`config.mk`:
```
export PLATFORM = sky130hd
export DESIGN_NAME = hdmi_clock_sequencer
export DESIGN_NICKNAME = d
export VERILOG_FILES = /design/src/rtl/hdmi_clock_sequencer_pkg.sv /design/src/rtl/hdmi_clock_sequencer_sync_ff.sv /design/src/rtl/hdmi_clock_sequencer.sv
export SDC_FILE = /design/constraint.sdc
export NUM_CORES = 1
export LEC_CHECK = 0
export BUFFER_PORTS_ARGS = -buffer_cell sky130_fd_sc_hd__buf_2
export CAP_MARGIN = 10
export CORE_ASPECT_RATIO = 1.25
export CORE_MARGIN = 8
export CORE_UTILIZATION = 50
export DETAILED_ROUTE_END_ITERATION = 8
export GPL_TIMING_DRIVEN = 0
export PLACE_DENSITY = 0.68
export SLEW_MARGIN = 5
export SYNTH_ARGS = -nofsm -noshare
export SYNTH_HDL_FRONTEND = slang
export SYNTH_SLANG_ARGS = --single-unit
```
`constraint.sdc`:
```
create_clock -name clk -period 4 [get_ports clk]
set_clock_uncertainty 0.05 [all_clocks]
set_input_delay 1.2 -clock clk [delete_from_list [all_inputs] [get_ports clk]]
set_output_delay 1.2 -clock clk [all_outputs]
set_load 0.05 [all_outputs]
```
`src/rtl/hdmi_clock_sequencer_pkg.sv`:
```
`default_nettype none
// ============================================================================
// Module   : hdmi_clk_pkg
// Purpose  : Shared types and default timing constants for the HDMI clock
//            bring-up sequencer.
// Contents : state_e     - 3-bit sequencer state encoding (also on state_o)
//            DEF_*       - default timing parameters for the top level
// Revision : 1.0 - initial release
// ============================================================================
package hdmi_clk_pkg;

  typedef enum logic [2:0] {
    ST_PLL_RESET  = 3'd0,
    ST_WAIT_LOCK  = 3'd1,
    ST_STABLE     = 3'd2,
    ST_DIV_SETTLE = 3'd3,
    ST_RUN        = 3'd4,
    ST_FAULT      = 3'd5
  } state_e;

  localparam int DEF_PLL_RST_CYCLES = 16;
  localparam int DEF_LOCK_TIMEOUT   = 65536;
  localparam int DEF_STABLE_CYCLES  = 1024;
  localparam int DEF_DIV_SETTLE     = 8;
  localparam int DEF_MAX_RETRIES    = 4;
  localparam int DEF_SYNC_STAGES    = 2;

endpackage
`default_nettype wire

```
`src/rtl/hdmi_clock_sequencer_sync_ff.sv`:
```
`default_nettype none
// ============================================================================
// Module   : sync_ff
// Purpose  : Multi-flop synchronizer for a single asynchronous bit.
// Ports    : clk  - destination clock
//            rst  - asynchronous active-high reset, clears all stages
//            d    - asynchronous input bit
//            q    - synchronized output (after STAGES flops)
// Revision : 1.0 - initial release
// ============================================================================
module sync_ff #(
  parameter int STAGES = 2
) (
  input  logic clk,
  input  logic rst,
  input  logic d,
  output logic q
);

  logic [STAGES-1:0] sync_q;
  logic [STAGES-1:0] sync_d;

  always_comb begin
    sync_d = {sync_q[STAGES-2:0], d};
  end

  always_ff @(posedge clk or posedge rst) begin
    if (rst) begin
      sync_q <= '0;
    end else begin
      sync_q <= sync_d;
    end
  end

  assign q = sync_q[STAGES-1];

endmodule
`default_nettype wire

```
`src/rtl/hdmi_clock_sequencer.sv`:
```
`default_nettype none
// ============================================================================
// Module   : hdmi_clock_sequencer
// Purpose  : Brings up the HDMI clock tree: pulses PLL reset, waits for a
//            stable lock, releases the 5:1 divider, then the video/TMDS
//            reset. Lock loss or timeout retries; too many failures latch
//            a fault until restart or rst.
// Ports    : clk           - free-running board clock
//            rst           - asynchronous active-high reset
//            pll_lock      - PLL lock (asynchronous to clk)
//            restart       - one-cycle pulse, re-runs sequence, clears fault
//            pll_reset     - active-high PLL reset
//            clkdiv_resetn - active-low CLKDIV reset
//            video_reset   - active-high HDMI/TMDS reset
//            clocks_ready  - high only in RUN
//            fault         - retries exhausted (sticky)
//            retry_count   - failed attempts since rst/restart
//            state_o       - current state encoding
// Revision : 1.0 - initial release
// ============================================================================
module hdmi_clock_sequencer
  import hdmi_clk_pkg::*;
#(
  parameter int PLL_RST_CYCLES = DEF_PLL_RST_CYCLES,
  parameter int LOCK_TIMEOUT   = DEF_LOCK_TIMEOUT,
  parameter int STABLE_CYCLES  = DEF_STABLE_CYCLES,
  parameter int DIV_SETTLE     = DEF_DIV_SETTLE,
  parameter int MAX_RETRIES    = DEF_MAX_RETRIES,
  parameter int SYNC_STAGES    = DEF_SYNC_STAGES
) (
  input  logic                             clk,
  input  logic                             rst,
  input  logic                             pll_lock,
  input  logic                             restart,
  output logic                             pll_reset,
  output logic                             clkdiv_resetn,
  output logic                             video_reset,
  output logic                             clocks_ready,
  output logic                             fault,
  output logic [$clog2(MAX_RETRIES+1)-1:0] retry_count,
  output logic [2:0]                       state_o
);

  localparam int MAX_AB  = (PLL_RST_CYCLES > LOCK_TIMEOUT) ? PLL_RST_CYCLES : LOCK_TIMEOUT;
  localparam int MAX_CD  = (STABLE_CYCLES > DIV_SETTLE) ? STABLE_CYCLES : DIV_SETTLE;
  localparam int MAX_ALL = (MAX_AB > MAX_CD) ? MAX_AB : MAX_CD;
  localparam int CW      = $clog2(MAX_ALL) + 1;
  localparam int RW      = $clog2(MAX_RETRIES + 1);

  logic lock_s;

  sync_ff #(
    .STAGES (SYNC_STAGES)
  ) u_lock_sync (
    .clk (clk),
    .rst (rst),
    .d   (pll_lock),
    .q   (lock_s)
  );

  state_e          state_q, state_d;
  logic [CW-1:0]   cnt_q, cnt_d;
  logic [RW-1:0]   rc_q, rc_d;
  logic [RW-1:0]   rc_inc;
  logic            fail;
  logic            pll_reset_q, pll_reset_d;
  logic            clkdiv_resetn_q, clkdiv_resetn_d;
  logic            video_reset_q, video_reset_d;
  logic            clocks_ready_q, clocks_ready_d;
  logic            fault_q, fault_d;

  always_comb begin
    state_d = state_q;
    cnt_d   = cnt_q;
    rc_d    = rc_q;
    fail    = 1'b0;
    rc_inc  = (rc_q == RW'(MAX_RETRIES)) ? rc_q : rc_q + RW'(1);

    if (restart) begin
      state_d = ST_PLL_RESET;
      cnt_d   = '0;
      rc_d    = '0;
    end else begin
      unique case (state_q)
        // PLL_RESET counts up from 0 so the post-reset pulse (counter
        // cleared by rst) has the same length as a retry pulse.
        ST_PLL_RESET: begin
          if (cnt_q == CW'(PLL_RST_CYCLES - 1)) begin
            state_d = ST_WAIT_LOCK;
            cnt_d   = CW'(LOCK_TIMEOUT - 1);
          end else begin
            cnt_d = cnt_q + CW'(1);
          end
        end
        ST_WAIT_LOCK: begin
          if (lock_s) begin
            state_d = ST_STABLE;
            cnt_d   = CW'(STABLE_CYCLES - 1);
          end else if (cnt_q == '0) begin
            fail = 1'b1;
          end else begin
            cnt_d = cnt_q - CW'(1);
          end
        end
        ST_STABLE: begin
          if (!lock_s) begin
            fail = 1'b1;
          end else if (cnt_q == '0) begin
            state_d = ST_DIV_SETTLE;
            cnt_d   = CW'(DIV_SETTLE - 1);
          end else begin
            cnt_d = cnt_q - CW'(1);
          end
        end
        ST_DIV_SETTLE: begin
          if (!lock_s) begin
            fail = 1'b1;
          end else if (cnt_q == '0) begin
            state_d = ST_RUN;
            cnt_d   = '0;
          end else begin
            cnt_d = cnt_q - CW'(1);
          end
        end
        ST_RUN: begin
          if (!lock_s) begin
            fail = 1'b1;
          end
        end
        ST_FAULT: begin
          state_d = ST_FAULT;
        end
        default: begin
          state_d = ST_PLL_RESET;
          cnt_d   = '0;
        end
      endcase

      // A failure overrides any terminal count reached in the same cycle.
      if (fail) begin
        rc_d    = rc_inc;
        cnt_d   = '0;
        state_d = (rc_inc == RW'(MAX_RETRIES)) ? ST_FAULT : ST_PLL_RESET;
      end
    end

    // Outputs are decoded from the next state so they change together
    // with state_q.
    pll_reset_d     = (state_d == ST_PLL_RESET) || (state_d == ST_FAULT);
    clkdiv_resetn_d = (state_d == ST_DIV_SETTLE) || (state_d == ST_RUN);
    video_reset_d   = (state_d != ST_RUN);
    clocks_ready_d  = (state_d == ST_RUN);
    fault_d         = (state_d == ST_FAULT);
  end

  always_ff @(posedge clk or posedge rst) begin
    if (rst) begin
      state_q         <= ST_PLL_RESET;
      cnt_q           <= '0;
      rc_q            <= '0;
      pll_reset_q     <= 1'b1;
      clkdiv_resetn_q <= 1'b0;
      video_reset_q   <= 1'b1;
      clocks_ready_q  <= 1'b0;
      fault_q         <= 1'b0;
    end else begin
      state_q         <= state_d;
      cnt_q           <= cnt_d;
      rc_q            <= rc_d;
      pll_reset_q     <= pll_reset_d;
      clkdiv_resetn_q <= clkdiv_resetn_d;
      video_reset_q   <= video_reset_d;
      clocks_ready_q  <= clocks_ready_d;
      fault_q         <= fault_d;
    end
  end

  assign pll_reset     = pll_reset_q;
  assign clkdiv_resetn = clkdiv_resetn_q;
  assign video_reset   = video_reset_q;
  assign clocks_ready  = clocks_ready_q;
  assign fault         = fault_q;
  assign retry_count   = rc_q;
  assign state_o       = state_q;

endmodule
`default_nettype wire

```
# ---- Yosys cells after proc, flatten, opt, wreduce, memory -nomap -nowiden
# Cells that the tools add are included.
dict set report totals {
  register_bits 30
}
dict set report classes {
  n_addsub 3
  eq_ne 16
  muxes 28
  reduce_logical 9
}
# operator count
set ops {}
lappend ops {{$mux 17} 9}
lappend ops {{$pmux 17 s5} 1}
lappend ops {{$mux 3} 12}
lappend ops {{$eq 3x3->1 const B} 6}
lappend ops {{$pmux 3 s6} 1}
lappend ops {{$add 17x1->17 const B} 1}
lappend ops {{$eq 17x4->1 const B} 1}
lappend ops {{$logic_not 17->1} 1}
lappend ops {{$sub 17x1->17 const B} 1}
lappend ops {{$eq 3x2->1 const B} 3}
lappend ops {{$ne 4x3->1 const B} 2}
lappend ops {{$logic_not 3->1} 2}
lappend ops {{$ne 5x4->1 const B} 1}
lappend ops {{$mux 1} 4}
lappend ops {{$reduce_and 4->1} 1}
lappend ops {{$add 3x1->3 const B} 1}
lappend ops {{$eq 3x1->1 const B} 1}
lappend ops {{$ne 3x1->1 const B} 1}
lappend ops {{$ne 3x3->1 const B} 1}
lappend ops {{$reduce_or 3->1} 1}
lappend ops {{$logic_or 1x1->1} 2}
lappend ops {{$pmux 1 s2} 1}
lappend ops {{$reduce_bool 2->1} 1}
lappend ops {{$reduce_or 2->1} 1}

# ---- Longest topological paths before layout
# Gate-level depths: netlist (run 1).
dict set report logic_depth {
  depth_word 9
  ltp_mapped 10
  mapped_depth_nobuf 9
}

# ---- Cells and area by module
# From an unflattened synthesis (run 1), not the netlist that was laid out.
dict set report unflattened {
  hier_cells 301
  hier_area_um2 2404.8
}
# module instances cells_per_inst area_each_um2
set modules_own_cells {}
lappend modules_own_cells {hdmi_clock_sequencer 1 298 2351.0}
lappend modules_own_cells {sync_ff 1 3 53.8}

# ---- Least setup slack after synthesis (run 1)
# No wires, ideal clock.
dict set report synth_timing {
  kind {reg-to-reg}
  from {register cnt_q[9]}
  to {register clkdiv_resetn_q, in the netlist clkdiv_resetn}
  t_arrival_ns 2.833
  required_time_ns 3.884
  slack_ns 1.051
  path_stages_with_launch 10
  cell_sequence {dfrtp_1 -> buf_6 -> or4_4 -> buf_6 -> or4_4 -> buf_6 -> or4_4 -> a31oi_4 -> mux2i_1 -> and2_1}
}
dict set report synth_via {
  elab_chain_cells 9
  word_cells_on_any_way 17
  classes_between {eq/ne (3); mux (12); reduce/logical (2)}
}
# item line
set synth_rtl {}
lappend synth_rtl {{start: declaration} hdmi_clock_sequencer.sv:62} ;# logic [CW-1:0] cnt_q, cnt_d;
lappend synth_rtl {{start signal: assignment} hdmi_clock_sequencer.sv:168} ;# cnt_q <= cnt_d;
lappend synth_rtl {{$logic_not 17->1} {hdmi_clock_sequencer.sv:99, hdmi_clock_sequencer.sv:108, hdmi_clock_sequencer.sv:118}}
lappend synth_rtl {{$mux 1} hdmi_clock_sequencer.sv:99} ;# end else if (cnt_q == '0) begin
lappend synth_rtl {{$mux 1} hdmi_clock_sequencer.sv:96} ;# if (lock_s) begin
lappend synth_rtl {{$pmux 1 s2} hdmi_clock_sequencer.sv:84} ;# unique case (state_q)
lappend synth_rtl {{$mux 1} hdmi_clock_sequencer.sv:79} ;# if (restart) begin
lappend synth_rtl {{$mux 3 *} hdmi_clock_sequencer.sv:140} ;# if (fail) begin
lappend synth_rtl {{$mux 3 *} hdmi_clock_sequencer.sv:79}
lappend synth_rtl {{$eq 3x2->1 or $eq 3x3->1 (tied branches)} hdmi_clock_sequencer.sv:150} ;# clkdiv_resetn_d = (state_d == ST_DIV_SETTLE) || (state_d == ST_RUN);
lappend synth_rtl {{$logic_or 1x1->1 *} hdmi_clock_sequencer.sv:150}
lappend synth_rtl {{named net clkdiv_resetn_d} hdmi_clock_sequencer.sv:67} ;# logic clkdiv_resetn_q, clkdiv_resetn_d;
lappend synth_rtl {{end signal: assignment} hdmi_clock_sequencer.sv:171} ;# clkdiv_resetn_q <= clkdiv_resetn_d;
lappend synth_rtl {{end: declaration} hdmi_clock_sequencer.sv:67}
# The timed path passes the listed nets; every way through them passes the cells marked *. The select of a mux whose other input is x is not followed.
# A chain may end at the register's enable or synchronous reset.

# ---- Worst setup path after layout (run 1)
dict set report layout_timing {
  from {register cnt_q[11]}
  to {register cnt_q[11]}
}
dict set report layout_via {
  elab_chain_cells 7
  word_cells_on_any_way 23
  classes_between {add/sub (2); eq/ne (5); mux (14); reduce/logical (2)}
}
# item
set layout_rtl {}
lappend layout_rtl {{branches (longest 7 deep; another with $sub 17x1->17)}}
# Several ways; the timed one is not identified. The select of a mux whose other input is x is not followed.

==> results_tabular.tex, run 1 <==
\begin{tabular}{lr}
\hline
Metric & Value \\
\hline
\multicolumn{2}{l}{\textbf{Synthesis}} \\
\quad Top cells by area, synth & dfrtp\_1 (30\%), a21oi\_1 (5.3\%), o21ai\_0 (4.9\%), nor3\_1 (4.4\%), nand2\_1 (4.1\%) \\
\quad Number of distinct library cells after synthesis & 52 \\
\quad Yosys top cell by area & dfrtp\_1 \\
\quad Part of the Yosys area used for sequential elements & 31.87\% \\
\quad Gate count of the mapped netlist & 306 \\
\quad FF+latch count, synth & 30 \\
\quad Warnings from Yosys & 0 \\
\quad Average cell area after synthesis & slightly below 8 um2 \\
\quad Number of nets produced by synthesis & roughly 320 \\
\quad Top cell type's share of synthesized area & 29.65\% \\
\quad Number of flops mapped to enable cells by yosys & 0 \\
\quad Asr flop ratio synth & 100.0\% \\
\quad Netlist area before placement & roughly 2400 um2 \\
\quad Flip-flop cell with the highest count after synthesis & dfrtp\_1 \\
\multicolumn{2}{l}{\textbf{STA}} \\
\quad Headroom to the max-slew limit & 30.03\% \\
\quad Setup Total Neg Slack & 0 ns \\
\quad Unrepaired setup endpoints after global routing & false \\
\quad Share of the clock period used by the worst path after layout & 92.05\% \\
\quad Final period demand of the worst path & $\sim$3.7 ns \\
\quad FMAX & 271.6 MHz \\
\quad Number of pins exceeding their max-slew limit in the final report & 0 \\
\quad Total setup violations reported at the end of the flow & 0 \\
\quad Worst Tran Pin Value & 1.041 ns \\
\quad Final hold violation count & 0 \\
\multicolumn{2}{l}{\textbf{Clocking}} \\
\quad Clock Path Buffers & 2 \\
\quad CTS sink cnt & 30 \\
\quad Post-cts repair resize count & 0 \\
\quad Depth of the CTS H-tree & 2 \\
\quad TritonCTS clock tree & yes \\
\quad Post-CTS Setup Inserts & 0 \\
\quad Clock Pin Slew Worst Setup and Hold Paths & approximately 0.07 ns \\
\quad Number of hold buffers added after cts & 0 \\
\quad Inserted Clock Buffers & 5 \\
\quad Clock root buffer & clkbuf\_8 \\
\quad Worst-Skew Late Latency & 0.29 ns \\
\multicolumn{2}{l}{\textbf{Route}} \\
\quad Routed length on met2 & 3090 um \\
\quad Remaining routing DRC violations & 0 \\
\quad Wire length per cell after detailed routing & around 16 um \\
\quad Met3 WL & 395 um \\
\quad DRT Pass-1 Iters & 7 \\
\quad Drt total wl & 6398 um \\
\quad DRT met1 WL & around 2700 um \\
\quad Starting DRT DRC Count & about 250 \\
\quad Max Used Layer & met4 \\
\quad Via density per instance & 6.121 \\
\quad Vias after detailed routing & 2387 \\
\quad Antenna violation net count after detailed routing & 0 \\
\multicolumn{2}{l}{\textbf{Critical path}} \\
\quad Peak fanout along the critical path & 10 \\
\quad Type of element launching the critical path & flip-flop \\
\quad Worst Path Arrival & 3.77 ns \\
\quad Setup crit end kind & flip-flop \\
\quad Required @ worst endpoint & 4.09 ns \\
\quad Worst Setup Path Type & reg -> reg \\
\multicolumn{2}{l}{\textbf{Floorplanning}} \\
\quad Die Outline Area & 7197 um2 \\
\quad Cell Rows & 28 \\
\quad Initial cell density of the core & approximately 51\% \\
\quad Overall die width & 77.50 um \\
\quad Floorplan core area & between 4000 and 5000 um2 \\
\quad Boundary Pins & 15 \\
\quad Die Y & between 90 and 100 um \\
\multicolumn{2}{l}{\textbf{Global routing}} \\
\quad Antenna violations before repair & 0 \\
\quad Largest net degree at the start of global routing & 31 \\
\quad Global Route Usage Sum & 18.64\% \\
\quad Congestion Overflow GR & 0 \\
\quad Number of global-route vias before repair & 2310 \\
\quad Global-route wire length before repair & around 11000 um \\
\multicolumn{2}{l}{\textbf{Pwr}} \\
\quad Internal power & 0.5020 mW \\
\quad Leakage component of the power & 1.117 nW \\
\quad IR drop worst, VDD & between 0.1 and 0.15 mV \\
\quad Power density relative to cell area & 277.0 nW/um2 \\
\quad Power dissipated by switching net loads & 0.2283 mW \\
\quad Flop pwr share & between 40\% and 50\% \\
\quad Clock network fraction of design power & 35.9\% \\
\quad Sw Ratio & between 30\% and 40\% \\
\quad Gate power share & 20.8\% \\
\multicolumn{2}{l}{\textbf{Cells and area}} \\
\quad Count of filler cells inserted in the layout & 443 \\
\quad FF+latch area & about 750 um2 \\
\quad Fraction of layout instances using a drive strength above 1 & 11.82\% \\
\quad Top library cells by usage in the layout, fill and taps aside & dfrtp\_1 (28), nand2\_1 (26), a21oi\_1 (25) \\
\quad Final Util & 56.58\% \\
\quad Total Nets Final & 338 \\
\quad Post-synthesis to final-layout area growth & 11.54\% \\
\quad Final antenna diode count & 0 \\
\quad Post-route cell area & 2636 um2 \\
\quad Area of combinational cells with multiple inputs & around 1400 um2 \\
\quad Most common cell after layout, fill and taps aside & dfrtp\_1 \\
\multicolumn{2}{l}{\textbf{Worst hold path}} \\
\quad Worst hold path class & reg -> reg \\
\multicolumn{2}{l}{\textbf{Placement}} \\
\quad I/O Buffers & 14 \\
\quad GP Congestion & between 0.8 and 0.9 \\
\quad Post-placement cell area & 2514 um2 \\
\quad Final HPWL from detailed placement & 4685 um \\
\multicolumn{2}{l}{\textbf{Outcome}} \\
\quad Status & finished clean \\
\multicolumn{2}{l}{\textbf{Run}} \\
\quad Count of max-cap constraint violations & 0 \\
\hline
\end{tabular}
[layer usage]
| layer | global-route usage [%] | up-vias |
|---|---|---|
| met2 | 31.03 | 87 |
| met4 | 8.833 | 0 |
| li1 | - | 1160 |
| met1 | 22.16 | 1120 |
| met3 | 4.264 | 20 |
| met5 | 0 | - |
[registers in the layout (all words and copies together), names as in the netlist]
name                cells
video_reset             1
u_lock_sync.sync_q      2
state_o                 3
fault                   1
retry_count             3
cnt_q                  17
clocks_ready            1
pll_reset               1
clkdiv_resetn           1
[Yosys cell counts, types with 3 or more instances]
| cell type | count |
|---|---|
| mux2i_1 | 4 |
| a211o_1 | 3 |
| o21ai_0 | 23 |
| nor2_1 | 22 |
| nand2_1 | 26 |
| nor2b_1 | 3 |
| a31oi_1 | 4 |
| xor2_1 | 4 |
| dfrtp_1 | 28 |
| buf_6 | 3 |
| or4_4 | 3 |
| or4_1 | 3 |
| clkbuf_1 | 17 |
| a211oi_1 | 7 |
| and3_1 | 4 |
| nor4_1 | 7 |
| ha_1 | 5 |
| a21oi_1 | 25 |
| inv_1 | 17 |
| nor3_1 | 21 |
| nand4_1 | 3 |
| xnor2_1 | 9 |
| nand3_1 | 17 |
| or3_1 | 6 |
| o22ai_1 | 6 |
[per-stage QoR]
step | setup slack (ns) | total power [mW] | cells | hold WS (ns)
floorplan | 1.051 | 0.4321 | 306 | 0.2812
global placement | 0.3363 | 0.4624 | 380 | 0.2847
detailed placement | 0.3990 | 0.4661 | 381 | 0.2949
CTS | 0.3832 | 0.7283 | 389 | 0.3108
global route | 0.1490 | 0.7641 | 390 | 0.3197
finish | 0.3179 | 0.7302 | 390 | 0.3133
[worst max-delay path, stage by stage, from the launching register on]
cell      delay, ns
dfrtp_1        0.36
clkbuf_1       0.20
or4_4          0.52
buf_6          0.15
or4_4          0.51
buf_6          0.15
o21ai_0        0.62
clkbuf_1       0.48
buf_2          0.34
o21ai_0        0.16
[cell families (layout without fill, tap and decap cells)]
logic type                 after synthesis  count (layout)  share of synthesized area (%)
DFF                                     30              30                          31.87
buffers and inverters                   39              63                          7.199
xor gates and xnor gates                13              13                          4.817
muxes                                    4               4                          1.694
adders and majority gates                5               5                          2.647
and+or+nand+nor                        128             128                          28.32
AOI/OAI and AO/OA                       87              87                          23.45
[power groups by stage]
| stage | Sequential, mW | Clock (mW) | Combinational [mW] |
|---|---|---|---|
| finish | 0.316 | 0.262 | 0.152 |
| global route | 0.317 | 0.278 | 0.169 |
| CTS | 0.316 | 0.267 | 0.146 |
| detailed placement | 0.322 | 0 | 0.145 |
| global placement | 0.321 | 0 | 0.141 |
| floorplan | 0.320 | 0 | 0.112 |
[worst paths after layout]
check | start | to | slack, ns | cells past startpoint
worst min-delay path | u_lock_sync.sync_q[0]$_DFF_PP0_ | u_lock_sync.sync_q[1]$_DFF_PP0_ | 0.31 | 0
worst max-delay path | cnt_q[11]$_DFFE_PP0P_ | cnt_q[11]$_DFFE_PP0P_ | 0.32 | 9
min in group asynchronous | rst | cnt_q[7]$_DFFE_PP0P_ | 0.77 | 2
worst min register to register | u_lock_sync.sync_q[0]$_DFF_PP0_ | u_lock_sync.sync_q[1]$_DFF_PP0_ | 0.31 | 0
max in group asynchronous | rst | pll_reset$_DFF_PP1_ | 2.65 | 3
worst max register to register | cnt_q[11]$_DFFE_PP0P_ | cnt_q[11]$_DFFE_PP0P_ | 0.32 | 9
[layout make-up]
| type | count | area share, % |
|---|---|---|
| inverters | 17 | 2.421 |
| flip-flops and latches | 30 | 28.57 |
| multi-input cells | 237 | 54.63 |
| clock inverters | 2 | 0.4746 |
| well taps | 60 | 2.848 |
| plain buffers | 22 | 4.034 |
| repair buffers | 16 | 3.892 |
| clock buffers | 6 | 3.132 |
Note: power is estimated with default switching activity, not from simulation.
==> run 2, diff against run 1 <==
- BUFFER_PORTS_ARGS: -buffer_cell sky130_fd_sc_hd__buf_2 -> -buffer_cell sky130_fd_sc_hd__clkbuf_2
- CTS_CLUSTER_DIAMETER: unset -> 80
- SLEW_MARGIN: 5 -> 15
==> run 2 against run 1 <==
Compared with the run above:
- via count decreased by 1.5%
- setup slack got worse by 0.0036 ns
- die area unchanged
- cell area decreased by 1.0%
- first-iteration DRC count decreased by 11%
- sequential power about the same
- utilization decreased by 0.56 points
- routed wire length increased by 0.61%
- maximum frequency about the same
- clock power about the same
- count of clock-buffer cells in the layout unchanged
- highest routed layer unchanged
==> results_tabular.tex, run 2 (synthesis gave the netlist of run 1 again) <==
\begin{tabular}{lr}
\hline
Metric & Value \\
\hline
\multicolumn{2}{l}{\textbf{Pwr}} \\
\quad Power density relative to cell area & 278.4 nW/um2 (+0.52\%) \\
\quad Leakage component of the power & 1.098 nW (-1.7\%) \\
\quad IR drop worst, VDD & 0.1195 mV (+12\%) \\
\multicolumn{2}{l}{\textbf{Cells and area}} \\
\quad FF+latch area & 753.2 um2 (unchanged) \\
\quad Most common cell after layout, fill and taps aside & dfrtp\_1 \\
\quad Total Nets Final & 336 (-0.59\%) \\
\quad Largest Register & cnt\_q \\
\quad Final cell count without fillers & 388 (-0.51\%) \\
\quad Top library cells by usage in the layout, fill and taps aside & dfrtp\_1 (28), nand2\_1 (26), a21oi\_1 (25) \\
\quad Final antenna diode count & 0 (unchanged) \\
\quad Fraction of layout instances using a drive strength above 1 & 11.89\% (+0.072 points) \\
\quad Flip-flop count of the largest register after layout & 17 (unchanged) \\
\quad Count of filler cells inserted in the layout & 441 (-0.45\%) \\
\quad Area of combinational cells with multiple inputs & 1446 um2 (+0.43\%) \\
\quad Post-synthesis to final-layout area growth & 10.43\% \\
\multicolumn{2}{l}{\textbf{Route}} \\
\quad Wire length per cell after detailed routing & 16.59 um (+1.1\%) \\
\quad Remaining routing DRC violations & 0 (unchanged) \\
\quad Starting DRT DRC Count & 222 (-11\%) \\
\quad Vias after detailed routing & 2352 (-1.5\%) \\
\quad Via density per instance & 6.062 (-0.96\%) \\
\quad DRT Pass-1 Iters & 4 (-3) \\
\quad Antenna violation net count after detailed routing & 0 (unchanged) \\
\quad Drt total wl & 6437 um (+0.61\%) \\
\multicolumn{2}{l}{\textbf{Critical path}} \\
\quad Peak fanout along the critical path & 10 (unchanged) \\
\quad Worst Path Arrival & 3.79 ns (+0.02 ns) \\
\quad Sum of buffers and inverters on the critical path & 5 (unchanged) \\
\quad Setup slack of the most critical reg-to-reg path & 0.31 ns (about the same) \\
\quad Type of element launching the critical path & flip-flop \\
\quad Worst path max stage delay & 0.63 ns (about the same) \\
\quad Critical path's top delay family & buffers and inverters \\
\quad Setup crit end kind & flip-flop \\
\quad Required @ worst endpoint & 4.10 ns (about the same) \\
\quad Critical-path cell list & clkbuf\_1 > or4\_4 > buf\_6 > or4\_4 > buf\_6 > o21ai\_0 > clkbuf\_1 > buf\_2 > o21ai\_0 \\
\quad Worst Setup Path Type & reg -> reg \\
\quad Highest-delay cell along the critical path & o21ai\_0 \\
\multicolumn{2}{l}{\textbf{Global routing}} \\
\quad Largest net degree at the start of global routing & 31 (unchanged) \\
\quad Global-route wire length before repair & 11240 um (+1.5\%) \\
\quad Number of global-route vias before repair & 2336 (+1.1\%) \\
\quad Antenna violations before repair & 0 (unchanged) \\
\quad Global Route Usage Sum & 18.89\% (+0.25 points) \\
\quad Congestion Overflow GR & 0 (unchanged) \\
\multicolumn{2}{l}{\textbf{STA}} \\
\quad FMAX & 271.3 MHz (about the same) \\
\quad Final period demand of the worst path & 3.686 ns (+0.003603 ns) \\
\quad Total setup violations reported at the end of the flow & 0 (unchanged) \\
\quad Unrepaired setup endpoints after global routing & false \\
\quad Worst Tran Pin Value & 1.110 ns (+0.06852 ns) \\
\quad Final hold violation count & 0 (unchanged) \\
\quad Setup Total Neg Slack & 0 ns (unchanged) \\
\quad Share of the clock period used by the worst path after layout & 92.14\% (about the same) \\
\quad Number of pins exceeding their max-slew limit in the final report & 0 (unchanged) \\
\quad Headroom to the max-slew limit & 25.43\% (-4.6 points) \\
\multicolumn{2}{l}{\textbf{Placement}} \\
\quad GP Congestion & 0.8999 (+1.6\%) \\
\quad Final HPWL from detailed placement & 4697 um (+0.26\%) \\
\quad Number of instances in the placed design & 380 (-0.26\%) \\
\quad I/O Buffers & 14 (unchanged) \\
\multicolumn{2}{l}{\textbf{Clocking}} \\
\quad Clock root buffer & clkbuf\_8 \\
\quad CTS sink cnt & 30 (unchanged) \\
\quad Clock Path Buffers & 2 (unchanged) \\
\quad Number of hold buffers added after cts & 0 (unchanged) \\
\quad Depth of the CTS H-tree & 2 (unchanged) \\
\quad Post-cts repair resize count & 0 (unchanged) \\
\quad Clock Pin Slew Worst Setup and Hold Paths & 0.07 ns (about the same) \\
\quad TritonCTS clock tree & yes \\
\quad Post-CTS Setup Inserts & 0 (unchanged) \\
\quad Worst-Skew Late Latency & 0.29 ns (about the same) \\
\quad Inserted Clock Buffers & 5 (unchanged) \\
\multicolumn{2}{l}{\textbf{Outcome}} \\
\quad Status & finished clean \\
\multicolumn{2}{l}{\textbf{Floorplanning}} \\
\quad Die Outline Area & 7197 um2 (unchanged) \\
\quad Die Y & 92.87 um (unchanged) \\
\quad Overall die width & 77.50 um (unchanged) \\
\quad Initial cell density of the core & 50.73\% (unchanged) \\
\quad Cell Rows & 28 (unchanged) \\
\quad Floorplan core area & 4659 um2 (unchanged) \\
\quad Boundary Pins & 15 (unchanged) \\
\multicolumn{2}{l}{\textbf{Worst hold path}} \\
\quad Worst hold path class & reg -> reg \\
\multicolumn{2}{l}{\textbf{Run}} \\
\quad Count of max-cap constraint violations & 0 (unchanged) \\
\hline
\end{tabular}
==> run 2: cell count changes in the layout (fill, tap and decap cells not counted), sizes merged <==
cell / delta
inv: +1
clkbuf: +14
clkinv: -1
buf: -16
==> run 2: report_power, final <==
group	leakage, nW	switching (mW)	internal (mW)
registers	0.405	0.00644	0.310
logic	0.645	0.0956	0.0514
clock network	0.0472	0.126	0.138
==> run 2: worst paths after layout <==
| check | startpoint | endpoint | depth (start not counted) |
|---|---|---|---|
| min in group asynchronous | rst | cnt_q[8]$_DFFE_PP0P_ | 2 |
| max | cnt_q[11]$_DFFE_PP0P_ | cnt_q[11]$_DFFE_PP0P_ | 9 |
| min | u_lock_sync.sync_q[0]$_DFF_PP0_ | u_lock_sync.sync_q[1]$_DFF_PP0_ | 0 |
| max reg2reg | cnt_q[11]$_DFFE_PP0P_ | cnt_q[11]$_DFFE_PP0P_ | 9 |
| min reg2reg | u_lock_sync.sync_q[0]$_DFF_PP0_ | u_lock_sync.sync_q[1]$_DFF_PP0_ | 0 |
| max in group asynchronous | rst | cnt_q[0]$_DFFE_PP0P_ | 2 |
==> run 2: final cells by class <==
class,count,share of cell area [%]
tap,60,2.876
inverter,17,2.445
buffer,22,4.075
sequential,30,28.86
timing repair buffer,14,2.685
multi-input combinational,237,55.42
clock buffer,6,3.164
clock inverter,2,0.4794
==> run 2: routing by layer <==
metal | GRT usage (%) | vias to the layer above | routed length, um
met5 | 0 | - | 0
met4 | 8.675 | 0 | 191
li1 | - | 1153 | -
met3 | 4.167 | 19 | 353
met2 | 31.95 | 72 | 3120
met1 | 22.24 | 1108 | 2772
==> run 2: through the flow <==
step | util (%) | setup WS [ns] | hold WS (ns) | instance area, um2 | total power [mW]
3_5_place_dp | 53.97 | 0.3595 | 0.2955 | 2515 | 0.4662
3_3_place_gp | 53.84 | 0.3359 | 0.2845 | 2509 | 0.4623
5_1_grt | 56.02 | 0.1660 | 0.3185 | 2610 | 0.7626
4_1_cts | 56.02 | 0.3405 | 0.3113 | 2610 | 0.7300
2_1_floorplan | - | 1.051 | 0.2812 | 2364 | 0.4321
6_report | 56.02 | 0.3143 | 0.3058 | 2610 | 0.7267
==> run 2: worst reg2reg max path: cells and delay by family (launching register included) <==
| kind | cells | cell delay, ns |
|---|---|---|
| DFF | 1 | 0.36 |
| AOI/OAI and AO/OA | 2 | 0.79 |
| and+or+nand+nor | 2 | 1.03 |
| buffers and inverters | 5 | 1.32 |
